<file path="src/rtl/radix4_mult_pkg.sv">
// radix4_mult_pkg: shared types and helpers for the radix-4 Booth serial multiplier
//   state_t       : controller states IDLE / BUSY / DONE
//   booth_digit_t : recoded Booth digit {neg, one, two}
//   digit_count() : number of Booth digits per operation
package radix4_mult_pkg;

    localparam logic [1:0] ST_IDLE = 2'd0;
    localparam logic [1:0] ST_BUSY = 2'd1;
    localparam logic [1:0] ST_DONE = 2'd2;

    typedef enum logic [1:0] {
        IDLE = ST_IDLE,
        BUSY = ST_BUSY,
        DONE = ST_DONE
    } state_t;

    typedef struct packed {
        logic neg;
        logic one;
        logic two;
    } booth_digit_t;

    // Unsigned operands get an extra digit so the top digit is never negative.
    function automatic int digit_count(input int width, input logic signed_mode);
        return signed_mode ? width / 2 : width / 2 + 1;
    endfunction

endpackage

</file>
<file path="src/rtl/booth_radix4_digit.sv">
// booth_radix4_digit: combinational radix-4 Booth encoder
//   win   : y bits {2i+1, 2i, 2i-1}
//   digit : {neg, one, two} selecting 0, +-x or +-2x
module booth_radix4_digit
    import radix4_mult_pkg::*;
(
    input  logic [2:0]   win,
    output booth_digit_t digit
);

    // 111 is zero, so it must not assert neg.
    assign digit.neg = win[2] & ~(win[1] & win[0]);
    assign digit.one = win[1] ^ win[0];
    assign digit.two = (win == 3'b011) | (win == 3'b100);

endmodule

</file>
<file path="src/rtl/radix4_booth_serial_mult.sv">
// radix4_booth_serial_mult: radix-4 Booth serial multiplier, one digit per clock
//   clk, rst_n  : clock, asynchronous active-low reset
//   start       : begin a multiply (accepted in IDLE or DONE)
//   signed_mode : 1 = two's complement, 0 = unsigned (sampled with start)
//   in_x, in_y  : multiplicand, multiplier
//   out         : full 2*WIDTH-bit product
//   out_scaled  : product >> FRAC_BITS, saturated to WIDTH bits
//   overflow    : out_scaled was clamped
//   busy        : in BUSY
//   finished    : in DONE, outputs valid
module radix4_booth_serial_mult
    import radix4_mult_pkg::*;
#(
    parameter int WIDTH     = 8,
    parameter int FRAC_BITS = 5
) (
    input  logic               clk,
    input  logic               rst_n,
    input  logic               start,
    input  logic               signed_mode,
    input  logic [WIDTH-1:0]   in_x,
    input  logic [WIDTH-1:0]   in_y,
    output logic [2*WIDTH-1:0] out,
    output logic [WIDTH-1:0]   out_scaled,
    output logic               overflow,
    output logic               busy,
    output logic               finished
);

    localparam int AW = 2 * WIDTH + 2;
    localparam int CW = $clog2(WIDTH / 2 + 2);

    localparam logic signed [AW-1:0] SMAX = {{(AW-WIDTH+1){1'b0}}, {(WIDTH-1){1'b1}}};
    localparam logic signed [AW-1:0] SMIN = {{(AW-WIDTH+1){1'b1}}, {(WIDTH-1){1'b0}}};
    localparam logic signed [AW-1:0] UMAX = {{(AW-WIDTH){1'b0}}, {WIDTH{1'b1}}};

    state_t                  state;
    logic                    sm;
    logic                    y_prev;
    logic [WIDTH+1:0]        y_sr;
    logic [CW-1:0]           cnt;
    logic signed [AW-1:0]    acc;
    logic signed [AW-1:0]    x_sh;
    logic signed [AW-1:0]    mag;
    logic signed [AW-1:0]    pp;
    logic signed [AW-1:0]    acc_nx;
    logic signed [AW-1:0]    p;
    logic signed [AW-1:0]    hi;
    logic signed [AW-1:0]    lo;
    logic [WIDTH-1:0]        scaled_nx;
    logic                    ovf_nx;
    logic                    last;
    booth_digit_t            d;

    // y is consumed two bits per cycle from the bottom; y_prev holds bit 2i-1.
    booth_radix4_digit u_digit (
        .win   ({y_sr[1:0], y_prev}),
        .digit (d)
    );

    // x_sh already carries the 4^i weight, so each cycle adds digit*x_sh.
    // Arithmetic shift gives floor rounding; unsigned products are never negative.
    always_comb begin
        mag       = d.two ? x_sh <<< 1 : d.one ? x_sh : '0;
        pp        = d.neg ? -mag : mag;
        acc_nx    = acc + pp;
        p         = acc_nx >>> FRAC_BITS;
        hi        = sm ? SMAX : UMAX;
        lo        = sm ? SMIN : '0;
        ovf_nx    = (p > hi) || (p < lo);
        scaled_nx = (p > hi) ? hi[WIDTH-1:0] : (p < lo) ? lo[WIDTH-1:0] : p[WIDTH-1:0];
        last      = cnt == CW'(digit_count(WIDTH, sm) - 1);
    end

    always_ff @(posedge clk or negedge rst_n) begin
        if (!rst_n) begin
            state      <= IDLE;
            sm         <= 1'b0;
            y_prev     <= 1'b0;
            y_sr       <= '0;
            cnt        <= '0;
            acc        <= '0;
            x_sh       <= '0;
            out        <= '0;
            out_scaled <= '0;
            overflow   <= 1'b0;
        end else if (start && state != BUSY) begin
            state  <= BUSY;
            sm     <= signed_mode;
            x_sh   <= {{(AW-WIDTH){signed_mode & in_x[WIDTH-1]}}, in_x};
            y_sr   <= {{2{signed_mode & in_y[WIDTH-1]}}, in_y};
            y_prev <= 1'b0;
            acc    <= '0;
            cnt    <= '0;
        end else if (state == BUSY) begin
            acc    <= acc_nx;
            x_sh   <= x_sh <<< 2;
            y_sr   <= y_sr >> 2;
            y_prev <= y_sr[1];
            cnt    <= cnt + CW'(1);
            if (last) begin
                state      <= DONE;
                out        <= acc_nx[2*WIDTH-1:0];
                out_scaled <= scaled_nx;
                overflow   <= ovf_nx;
            end
        end
    end

    assign busy     = state == BUSY;
    assign finished = state == DONE;

endmodule

</file>
<file path="config.mk">
export PLATFORM = sky130hd
export DESIGN_NAME = radix4_booth_serial_mult
export DESIGN_NICKNAME = d
export VERILOG_FILES = /design/src/rtl/radix4_mult_pkg.sv /design/src/rtl/booth_radix4_digit.sv /design/src/rtl/radix4_booth_serial_mult.sv
export SDC_FILE = /design/constraint.sdc
export NUM_CORES = 1
export LEC_CHECK = 0
export CAP_MARGIN = 0
export CORE_ASPECT_RATIO = 1.5
export CORE_UTILIZATION = 53
export CTS_BUF_LIST = sky130_fd_sc_hd__clkbuf_16
export DETAILED_ROUTE_END_ITERATION = 7
export GPL_ROUTABILITY_DRIVEN = 0
export GPL_TIMING_DRIVEN = 0
export PLACE_DENSITY_LB_ADDON = 0.15
export SYNTH_ARGS = -nofsm -noshare
export SYNTH_HDL_FRONTEND = slang
export SYNTH_SLANG_ARGS = --single-unit
</file>
<file path="constraint.sdc">
create_clock -name clk -period 6 [get_ports clk]
set_clock_uncertainty 0.1 [all_clocks]
set_input_delay 0.6 -clock clk [delete_from_list [all_inputs] [get_ports clk]]
set_output_delay 0.6 -clock clk [all_outputs]
set_load 0.005 [all_outputs]
</file>
==> Yosys cells after proc, flatten, opt, wreduce, memory -nomap -nowiden <==
Cells that the tools add are included.
W data, S select, Z words.
{ "word_totals": {"n_memories": 0, "mem_bits_ro": 0, "ramBits": 0, "latchBits": 0, "reg_bits": 78, "word_cells": 57, "input_bits": 20, "out_inout_bits": 27} }
{ "classes": {"bitwise": 8, "n_eq_ne": 6, "multipliers": 0, "reduce_logical": 6, "n_shift": 0, "muxes": 21, "div": 0, "magnitude_cmp": 2, "n_addsub": 4} }
{ "ops": {"columns": ["cell", "n"], "rows": [
  ["$mux W18", 8],
  ["$mux W8", 3],
  ["$mux W10", 2],
  ["$add A18 B18 Y18", 1],
  ["$lt A13 B18 Y1", 1],
  ["$neg A18 Y18", 1],
  ["$gt A13 B9 Y1", 1],
  ["$mux W2", 3],
  ["$mux W3", 2],
  ["$and A1 B1 Y1", 4],
  ["$reduce_bool A2 Y1", 2],
  ["$add A3 B1 Y3 const B", 1],
  ["$eq A3 B2 Y1 const B", 1],
  ["$eq A3 B3 Y1", 1],
  ["$eq A3 B3 Y1 const B", 1],
  ["$mux W1", 3],
  ["$reduce_and A3 Y1", 1],
  ["$sub A3 B1 Y3 const B", 1],
  ["$eq A2 B1 Y1 const B", 1],
  ["$eq A2 B2 Y1 const B", 1],
  ["$ne A2 B1 Y1 const B", 1],
  ["$not A1 Y1", 2],
  ["$reduce_and A2 Y1", 1],
  ["$logic_and A1 B1 Y1", 1],
  ["other kinds (3)", 3]
]} }

==> Logic depth before layout (Yosys ltp) <==
{ "depth": {"word_depth": 9, "ltp_mapped": 31, "ltp_nobuf": 28} }

==> By module <==
From an unflattened synthesis, not the netlist that was laid out.
{ "unflattened": {"cells_unflattened": 553, "area_unflattened_um2": 4972.3} }
{ "by_module_without_submodules": {"columns": ["mod", "cells_each", "seq_area_each_um2", "instances", "area_each_um2"], "rows": [
  ["radix4_booth_serial_mult", 547, 1926.8, 1, 4918.5],
  ["booth_radix4_digit", 6, 0.0, 1, 53.8]
]} }

==> Worst setup path before layout <==
No wires, ideal clock.
{ "synth_timing": {"path_kind": "reg-to-reg", "from": "reg y_prev", "to": "reg out_scaled[7]", "synth_period_minus_slack_ns": 5.596, "path_buffers": 4, "slack_ns": 0.404, "t_required_ns": 5.808, "arrival_ns": 5.404, "setup_ns": 0.092, "stages_incl_launch_ff": 31, "cell_sequence": "dfrtp_1 ha_1 mux2i_1 clkbuf_1 clkbuf_1 clkbuf_1 nand3_1 ha_1 o21ai_0 nor2_1 o21ai_0 nand2_1 xor2_1 ha_1 buf_4 nand2_1 nor3b_1 a211oi_1 a21oi_1 nor2_1 xnor2_1 inv_1 ha_1 nor2b_1 o21a_1 o21a_1 o21ai_0 a31oi_2 and2_1 o21a_1 o31ai_2"} }
{ "synth_between": {"elab_chain_len": 9, "word_cells_on_any_way": 16, "classes_between": "add/sub (2); order compare (2); eq/ne (2); mux (5); bitwise (5)"} }
{ "synth_lines": {"columns": ["element", "line_no", "rtl"], "rows": [
  ["from (decl)", "radix4_booth_serial_mult.sv:39", "logic y_prev;"],
  ["from (signal assigned)", "radix4_booth_serial_mult.sv:99", "y_prev <= y_sr[1];"],
  ["$eq A3 B2 Y1 (tied with other cells)", "booth_radix4_digit.sv:14", "assign digit.two = (win == 3'b011) | (win == 3'b100);"],
  ["$or A1 B1 Y1 / $mux W18 (equally long branches)", "booth_radix4_digit.sv:14, radix4_booth_serial_mult.sv:64", null],
  ["$mux W18", "radix4_booth_serial_mult.sv:64", "mag = d.two ? x_sh <<< 1 : d.one ? x_sh : '0;"],
  ["$neg A18 Y18", "radix4_booth_serial_mult.sv:65", "pp = d.neg ? -mag : mag;"],
  ["$mux W18 (*)", "radix4_booth_serial_mult.sv:65", null],
  ["$add A18 B18 Y18 (*)", "radix4_booth_serial_mult.sv:66", "acc_nx = acc + pp;"],
  ["net acc_nx[13]", "radix4_booth_serial_mult.sv:46", "logic signed [AW-1:0] acc_nx;"],
  ["$lt A13 B18 Y1", "radix4_booth_serial_mult.sv:71", "scaled_nx = (p > hi) ? hi[WIDTH-1:0] : (p < lo) ? lo[WIDTH-1:0] : p[WIDTH-1:0];"],
  ["$mux W8", "radix4_booth_serial_mult.sv:71", null],
  ["$mux W8 (*)", "radix4_booth_serial_mult.sv:71", null],
  ["to (signal assigned)", "radix4_booth_serial_mult.sv:104", "out_scaled <= scaled_nx;"],
  ["to (decl)", "radix4_booth_serial_mult.sv:24", "output logic [WIDTH-1:0] out_scaled,"]
]} }
The timed path passes the listed nets; every way through them passes the cells marked *.
A chain may end at the register's enable or synchronous reset.

==> Worst setup path in the final report <==
{ "layout_timing": {"from": "reg y_sr[0]", "to": "reg out_scaled[7]"} }
{ "layout_between": {"elab_chain_len": 9, "word_cells_on_any_way": 16, "classes_between": "add/sub (2); order compare (2); eq/ne (2); mux (5); bitwise (5)"} }
{ "layout_lines": {"columns": ["element", "line_no", "rtl"], "rows": [
  ["from (decl)", "radix4_booth_serial_mult.sv:40", "logic [WIDTH+1:0] y_sr;"],
  ["from (signal assigned)", "radix4_booth_serial_mult.sv:91", "y_sr <= {{2{signed_mode & in_y[WIDTH-1]}}, in_y};"],
  ["from (signal assigned)", "radix4_booth_serial_mult.sv:98", "y_sr <= y_sr >> 2;"],
  ["$eq A3 B2 Y1 (tied with other cells)", "booth_radix4_digit.sv:14", null],
  ["$or A1 B1 Y1 / $mux W18 (equally long branches)", "booth_radix4_digit.sv:14, radix4_booth_serial_mult.sv:64", null],
  ["$mux W18", "radix4_booth_serial_mult.sv:64", null],
  ["$neg A18 Y18", "radix4_booth_serial_mult.sv:65", null],
  ["$mux W18 (*)", "radix4_booth_serial_mult.sv:65", null],
  ["$add A18 B18 Y18 (*)", "radix4_booth_serial_mult.sv:66", null],
  ["net acc_nx[15]", "radix4_booth_serial_mult.sv:46", null],
  ["$lt A13 B18 Y1", "radix4_booth_serial_mult.sv:71", null],
  ["$mux W8", "radix4_booth_serial_mult.sv:71", null],
  ["$mux W8 (*)", "radix4_booth_serial_mult.sv:71", null]
]} }
Marks and branches as above.

==> results.toml <==
[clock_tree]
clk_latency_ps = 350
cts_buffers = 9
h-tree-depth = 3
numClockSinks = 77
root_buffer = "clkbuf_16"
clk_pin_slew_ps = 60
cts_hold_buf = 0
cts_tree = "yes"
clk_path_buf_depth = 2

[grt]
antenna_found_initial = 0
grt_pass1_vias = 4474
grt_usage_pct = 27.8
use_met1_pct = 30.8
grtUsageMet2_pct = 49.8
grt_start_max_net_pins = 41
grt_pass1_wl_um = 21200
grt-ovfl-total = 0
met3_usage_pct = 4.28
busiest_layer = "met2"

[floorplan]
die_area_sq_um = 10200
fp.dieH_um = 123
num_rows = 43
coreArea_sq_um = 9360
die_w_um = 82.8
ios = 47
initial_core_util_pct = 55.4

[synth]
syn-num-nets = 634
ys_async_sr_fraction_pct = 100
synthCells = 585
syn_area_per_cell_sq_um = 8.87
synth_area_leaders = "dfrtp_1, ha_1, o21ai_0"
ys_ff_latch = 77
synth_cell_types = 63
synth_commonest_cells = "dfrtp_1, nand2_1, o21ai_0"
yosys_warnings = 0
synth_most_common_cell = "dfrtp_1"
netlist_area_sq_um = 5190
synth-edff-count = 0
synth_top_area_share_pct = 37.1
yosys.area.top_type = "dfrtp_1"
synth.yosys.seq_area_share_pct = 37.1
ys.flop_type = "dfrtp_1"

[setup_path]
startpoint_type = "flip-flop"
crit_path_end_kind = "flip-flop"
crit_arrival_ps = 5960
worstSetupPathType = "flip-flop to flip-flop"
cpPeakStageDelay_ps = 400
path_max_fanout = 10
cpMostUsedCell = "ha_1"
cp_top_family = "compound AO/OA/AOI/OAI gates"
crit_required_ps = 6160
crit_path_top_delay_cell = "dfrtp_1"
crit_buf_inv = 2

[routing]
via_per_inst = 5.95
dr.pass1.iters = 7
first_iter_violations = 200
drc = 0
vias = 4559
drtAntennaViolNets = 0
routed_wl_um = 13100
wire_per_inst_um = 17.1

[timing]
final.min_clock_period_ps = 5800
period_share_pct = 96.6
tightestPinTransition_ps = 702
final_max_slew_viol_count = 0
maxSlewHeadroom_pct = 53.2
final.setup.tns_ps = 0
fmax_mhz = 173
finalSetupViolations = 0
final_hold_viol_count = 0

[place]
dp_hpwl_um = 9690
dp.cells = 743
io_buffers = 45

[final_layout]
seq_area_sq_um = 1930
final_nets = 698
areaGrowthSynthToFinish_pct = 20.0
drive_gt1_share_pct = 10.4
multi_input_comb_area_sq_um = 3050
fin_cells = 766
fillerInstances = 817
num_antenna_cells = 0

[job]
maxCapViolations = 0

[worst_hold_path]
hold_class = "input pin to async pin"

[run_status]
status = "completed"
-- timing repair --
item,CTS,global route
pin swaps,0,2
endpoints found under the setup margin,9,9
gates resized for setup,7,11
setup buffers,0,9
endpoints found under the hold margin,0,0
-- cells in the final DEF, fill, tap and decap left out, types with 6 or more instances in the layout --
master,netlist,routed
o211ai_1,6,6
a211oi_1,10,10
xor2_1,16,16
and2_1,9,9
clkbuf_16,0,9
nor2b_1,6,6
inv_1,17,17
nor3b_1,11,11
nand2b_1,6,6
mux2i_1,17,16
clkdlybuf4s50_1,0,44
dfrtp_1,77,77
nand2_1,74,74
clkbuf_1,30,24
and3_1,8,8
nand3b_1,18,18
ha_1,28,28
nor2_1,25,24
a31oi_1,7,7
buf_4,1,11
o21ai_0,70,69
a21oi_1,54,52
xnor2_1,21,20
-- through the flow --
stage	hold WS, ps	util (%)	setup slack (ps)	instance area (sq um)
floorplan	204	-	404	5190
global route	159	66.5	-79.1	6230
finish	113	66.5	205	6230
CTS	133	65.5	2.99	6130
global placement	362	61.7	-628	5780
detailed placement	370	61.9	-790	5800
-- registers in the layout, indices dropped and copies added (netlist names) --
name and count:
acc 18, cnt 3, out 16, out_scaled 8, overflow 1, sm 1
state 2, x_sh 18, y_prev 1, y_sr 9
-- path summary, 6_finish.rpt --
kind / cells past startpoint / start / to / slack, ps
max reg2reg: 26 / y_sr[0] / out_scaled[7] / 200
min reg2reg: 2 / out[13] / out[13] / 380
max: 26 / y_sr[0] / out_scaled[7] / 200
min in group clk: 2 / out[13] / out[13] / 380
min: 1 / rst_n / out[3] / 110
max in group asynchronous: 2 / rst_n / acc[16] / 5100
-- layout make-up --
type,count,share of cell area (%)
clock buffer,9,3.62
multi-input combinational,450,49.0
tap,112,2.25
timing repair buffer,55,8.60
sequential,77,30.9
buffer,39,3.11
clock inverter,7,1.45
inverter,17,1.02
-- per-layer routing --
| layer | up-vias | wire [um] | part of all wire (%) |
|---|---|---|---|
| li1 | 2197 | - | - |
| met1 | 2194 | 5130 | 39 |
| met2 | 130 | 7020 | 54 |
| met3 | 38 | 444 | 3.4 |
| met4 | 0 | 477 | 3.6 |
| met5 | - | 0 | 0 |
-- cells by family after synthesis --
family,Yosys count,share of synthesized area [%]
buffers and inverters,58,4.80
DFF,77,37.1
xor gates and xnor gates,38,6.56
muxes,21,4.15
AOI/OAI and AO/OA,183,22.0
adders and majority gates,29,7.14
and+or+nand+nor,179,18.2
Power is left out: the tool's default activity adds up to more than one toggle a clock period on the data nets, which glitch-free logic cannot reach.
==> edit 1: new RTL, same settings <==
Reset style: synchronous (`rst_n`), changed in one clocked block. Comments in the files are not updated.
--- a/src/rtl/radix4_booth_serial_mult.sv
+++ b/src/rtl/radix4_booth_serial_mult.sv
@@ -74,3 +74,3 @@
 
-    always_ff @(posedge clk or negedge rst_n) begin
+    always_ff @(posedge clk) begin
         if (!rst_n) begin
Function: differs if rst_n is asserted again (counterexample within 4 cycles, from zero or initial values and one cycle with rst_n low); with rst_n held inactive, the same outputs for 4 cycles.
==> edit 1 against the original RTL <==
Routed wire length is 4.1% higher; sequential cell count stayed put; non-clock buffer count is 1 higher; cell count is 3.4% higher; cell area decreased by 5.2%; largest cell class unchanged; fmax grew 2.5%; synthesized area is 4.9% lower; setup slack improved by 140 ps.
Power is left out: it rests on default switching activity, and per cell area and clock period it moved more than threefold.
==> edit 1: results (changes against the original RTL) <==
| Metric | Value |
|---|---|
| Family with the most delay on the worst path | compound AO/OA/AOI/OAI gates (unchanged) |
| Met3 GRT Util | 0.0608 (was 0.0428) |
| Yosys cell types | 61 (was 63) |
| Worst slew pin tran | 705 ps (was 702 ps) |
| Fill cells | 776 (was 817) |
| Reg2reg path depth | 27 (was 26) |
| WL/cell | 17.2 um (was 17.1 um) |
| Largest net degree at the start of global routing | 14 (was 41) |
| Sequential-to-total area share from yosys stat | 0.313 (was 0.371) |
| Post-DR vias/cell | 5.92 (was 5.95) |
| Hold Path Stages | 2 |
| Synth area leaders | dfxtp_1 (31%), nand2_1 (7.6%), ha_1 (7.4%), a21oi_1 (5.7%), o21ai_0 (3.8%) (was dfrtp_1 (37%), ha_1 (6.8%), o21ai_0 (6.8%), nand2_1 (5.4%), a21oi_1 (5.2%)) |
| NumNets Final | 728 (was 698) |
| Top cells by count, synth | nand2_1 (100), dfxtp_1 (77), a21oi_1 (56), nor2_1 (48), o21ai_0 (37) (was dfrtp_1 (77), nand2_1 (74), o21ai_0 (70), a21oi_1 (54), clkbuf_1 (30)) |
| Yosys warning count | 0 (unchanged) |
| Crit-path max cell delay | 420 ps (was 400 ps) |
| Longest Clk Path Bufs | 2 (unchanged) |
| Port Buffers | 44 (was 45) |
| N_diodes | 0 (unchanged) |
| Cts bufs inserted | 9 (unchanged) |
| Post-synth ARST share | 0 (was 1.00) |
| Vias in the first global route | 4566 (was 4474) |
| Top flop regs | acc: 18 flops, x_sh: 18 flops, out: 16 flops (unchanged) |
| CP max stage cell | or4_4 (was dfrtp_1) |
| Clock latency on the worst-skew pair | 350 ps (about the same) |
| CP max FO | 10 (unchanged) |
| Syn_nets | 668 (was 634) |
| Initial DRC count | 222 (was 200) |
| Dominant synthesized flop cell | dfxtp_1 (was dfrtp_1) |
| First-pass GRT wire length | 21900 um (was 21200 um) |
| GRT met1 Usage | 0.303 (was 0.308) |
| Clock transition at path regs | 60 ps (about the same) |
| Critical Path AT | 5830 ps (was 5960 ps) |
| Most frequent cell after synthesis | nand2_1 (was dfrtp_1) |
| Number of H-tree levels | 3 (unchanged) |
| Hpwl dp | 10100 um (was 9690 um) |
| M2 GR Usage | 0.534 (was 0.498) |
| Max Cap Viol | 0 (unchanged) |
| GRT Overall Usage | 0.298 (was 0.278) |
| Post-route ant nets | 0 (unchanged) |
| Root Buffer | clkbuf_16 (unchanged) |
| Drt pass-1 iters | 7 (unchanged) |
| HP Class | reg2reg (was in2async) |
| Status | complete, no violations (unchanged) |
| Initial antenna violation count | 0 (unchanged) |
| Layout cells sized above 1 | 0.0865 (was 0.104) |
-- edit 1: cell count changes after synthesis, sizes merged, moves of 23 or more --
cell	delta
dfrtp	-77
dfxtp	+77
o21ai	-30
nand2	+26
a21boi	+23
nor2	+23
-- edit 1: repair_timing --
item / CTS / global route
pin swaps: 1 / 2
buffers inserted: 2 / 3
gates resized for setup: 3 / 19
endpoints found under the setup margin: 6 / 8
-- edit 1: cell families after synthesis --
kind of cell / share of synthesized area
XOR/XNOR: 0.0639
multiplexers: 0.0378
flip-flops: 0.313
AO/OA/AOI/OAI: 0.269
buffers and inverters: 0.0525
adder cells (fa/ha/maj): 0.0776
AND/OR/NAND/NOR: 0.187
-- edit 1: area by class of cell --
cell class | instances | share of cell area
timing repair buffer | 49 | 0.0810
sequential | 77 | 0.261
inverter | 15 | 0.00954
tap | 110 | 0.0233
clock buffer | 9 | 0.0382
buffer | 46 | 0.0352
clock inverter | 6 | 0.0106
multi-input combinational | 480 | 0.541
-- edit 1: path summary, 6_finish.rpt --
path	end	startpoint	slack, ps
max	out_scaled[7]	y_prev	350
min	acc[12]	acc[12]	360
max reg2reg	out_scaled[7]	y_prev	350
min reg2reg	acc[12]	acc[12]	360
-- edit 1: worst reg2reg max path, delay by kind of cell, from the launching register on --
family                     cells  cell delay [ps]
AOI/OAI and AO/OA             12             1850
muxes                          2              590
DFF                            1              350
and+or+nand+nor                5             1170
xor gates and xnor gates       2              420
adders and majority gates      3              790
buffers and inverters          3              300
-- edit 1: per-stage QoR --
step	util	TNS, ps	setup slack, ps	area [um^2]	cells
2_1_floorplan	-	0	692	4930	618
3_3_place_gp	0.617	-121	-121	5510	772
3_5_place_dp	0.617	-299	-262	5510	772
4_1_cts	0.652	0	30.6	5830	789
5_1_grt	0.661	0	25.8	5900	792
6_report	0.661	0	345	5900	792
-- edit 1: metal layers --
layer | vias up | share of wire
li1 | 2295 | -
met1 | 2193 | 0.37
met2 | 154 | 0.52
met3 | 45 | 0.044
met4 | 0 | 0.059
met5 | - | 0
==> edit 2: new RTL, same flow settings <==
Made on the original files. Change the parameter `WIDTH` from 8 to 4.
--- a/src/rtl/radix4_booth_serial_mult.sv
+++ b/src/rtl/radix4_booth_serial_mult.sv
@@ -13,3 +13,3 @@
 #(
-    parameter int WIDTH     = 8,
+    parameter int WIDTH     = 4,
     parameter int FRAC_BITS = 5
Ports: changed (resized in_x, in_y, out and out_scaled); port bits go from 47 to 27. No check against the original RTL was run, so the function may have changed too.
==> edit 2 against the original RTL <==
Via count decreased by 48%; critical path type unchanged; count of clock-buffer cells in the layout decreased by 4; cell area decreased by 46%; synthesized cell count decreased by 45%; largest cell class unchanged; highest routed layer unchanged; sequential cell count decreased by 33; cell count decreased by 44%; routed wire length decreased by 52%; synthesized area decreased by 45%; first-iteration DRC count decreased by 56%; setup slack improved by 820 ps.
==> edit 2: results (changes against the original RTL) <==
| Metric | Value |
|---|---|
| Crit-path max cell delay | 620 ps (was 400 ps) |
| M1 WL | 2690 um (was 5130 um) |
| Layout cells sized above 1 | 0.0838 (was 0.104) |
| Yosys cell types | 51 (was 63) |
| Fin cells | 426 (was 766) |
| Port Buffers | 25 (was 45) |
| Post-placement cell area | 3190 um^2 (was 5800 um^2) |
| M2 GR Usage | 0.439 (was 0.498) |
| Critical Path AT | 5090 ps (was 5960 ps) |
| Final design utilization | 0.646 (was 0.665) |
| Count of multi-input gates | 245 (was 450) |
| DP Cell Count | 418 (was 743) |
| Min setup slack post-route | 1030 ps (was 205 ps) |
| Non-CTS inverters | 14 (was 17) |
| Metal3 WL | 108 um (was 444 um) |
| Top flop regs | acc: 10 flops, x_sh: 10 flops, out: 8 flops (was acc: 18 flops, x_sh: 18 flops, out: 16 flops) |
| WL/cell | 14.8 um (was 17.1 um) |
| Signal buffers | 47 (was 94) |
| Status | complete, no violations (unchanged) |
| Vias in the first global route | 2255 (was 4474) |
| Largest net degree at the start of global routing | 39 (was 41) |
| Top cells by count, synth | nand2_1 (46), dfrtp_1 (44), o21ai_0 (44), a21oi_1 (20), nor2_1 (20) (was dfrtp_1 (77), nand2_1 (74), o21ai_0 (70), a21oi_1 (54), clkbuf_1 (30)) |
| Hpwl dp | 4640 um (was 9690 um) |
| Seq_cells | 44 (was 77) |
| Clock latency on the worst-skew pair | 290 ps (was 350 ps) |
| Drt pass-1 iters | 4 (was 7) |
| Syn avg cell area | 8.77 um^2 (was 8.87 um^2) |
| DP Worst Slack | 1110 ps (was -790 ps) |
| GRT Overall Usage | 0.250 (was 0.278) |
| Sequential-to-total area share from yosys stat | 0.388 (was 0.371) |
edit 2: cell count changes in the layout (fill, tap and decap cells not counted), moves of 8 or more:
cell and delta:
xor2_1 -10, dfrtp_1 -33, clkdlybuf4s50_1 -20, buf_4 -11, clkbuf_1 -8, a21oi_1 -32
nor3b_1 -10, xnor2_1 -12, ha_1 -13, nand3b_1 -17, nand2_1 -28, o21ai_0 -25
edit 2: cells by family after synthesis:
kind of cell               after synthesis  share of synthesized area
AOI/OAI and AO/OA                       98                      0.215
xor gates and xnor gates                16                     0.0546
adders and majority gates               16                     0.0731
buffers and inverters                   35                     0.0498
DFF                                     44                      0.388
muxes                                   13                     0.0485
and+or+nand+nor                        102                      0.172
edit 2: worst paths after layout:
| check | from | endpoint | cells after the start |
|---|---|---|---|
| max | y_prev | overflow | 20 |
| min reg2reg | out[3] | out[3] | 2 |
| min in group clk | out[3] | out[3] | 2 |
| max in group asynchronous | rst_n | x_sh[3] | 2 |
| min | rst_n | out[0] | 1 |
| max reg2reg | y_prev | overflow | 20 |
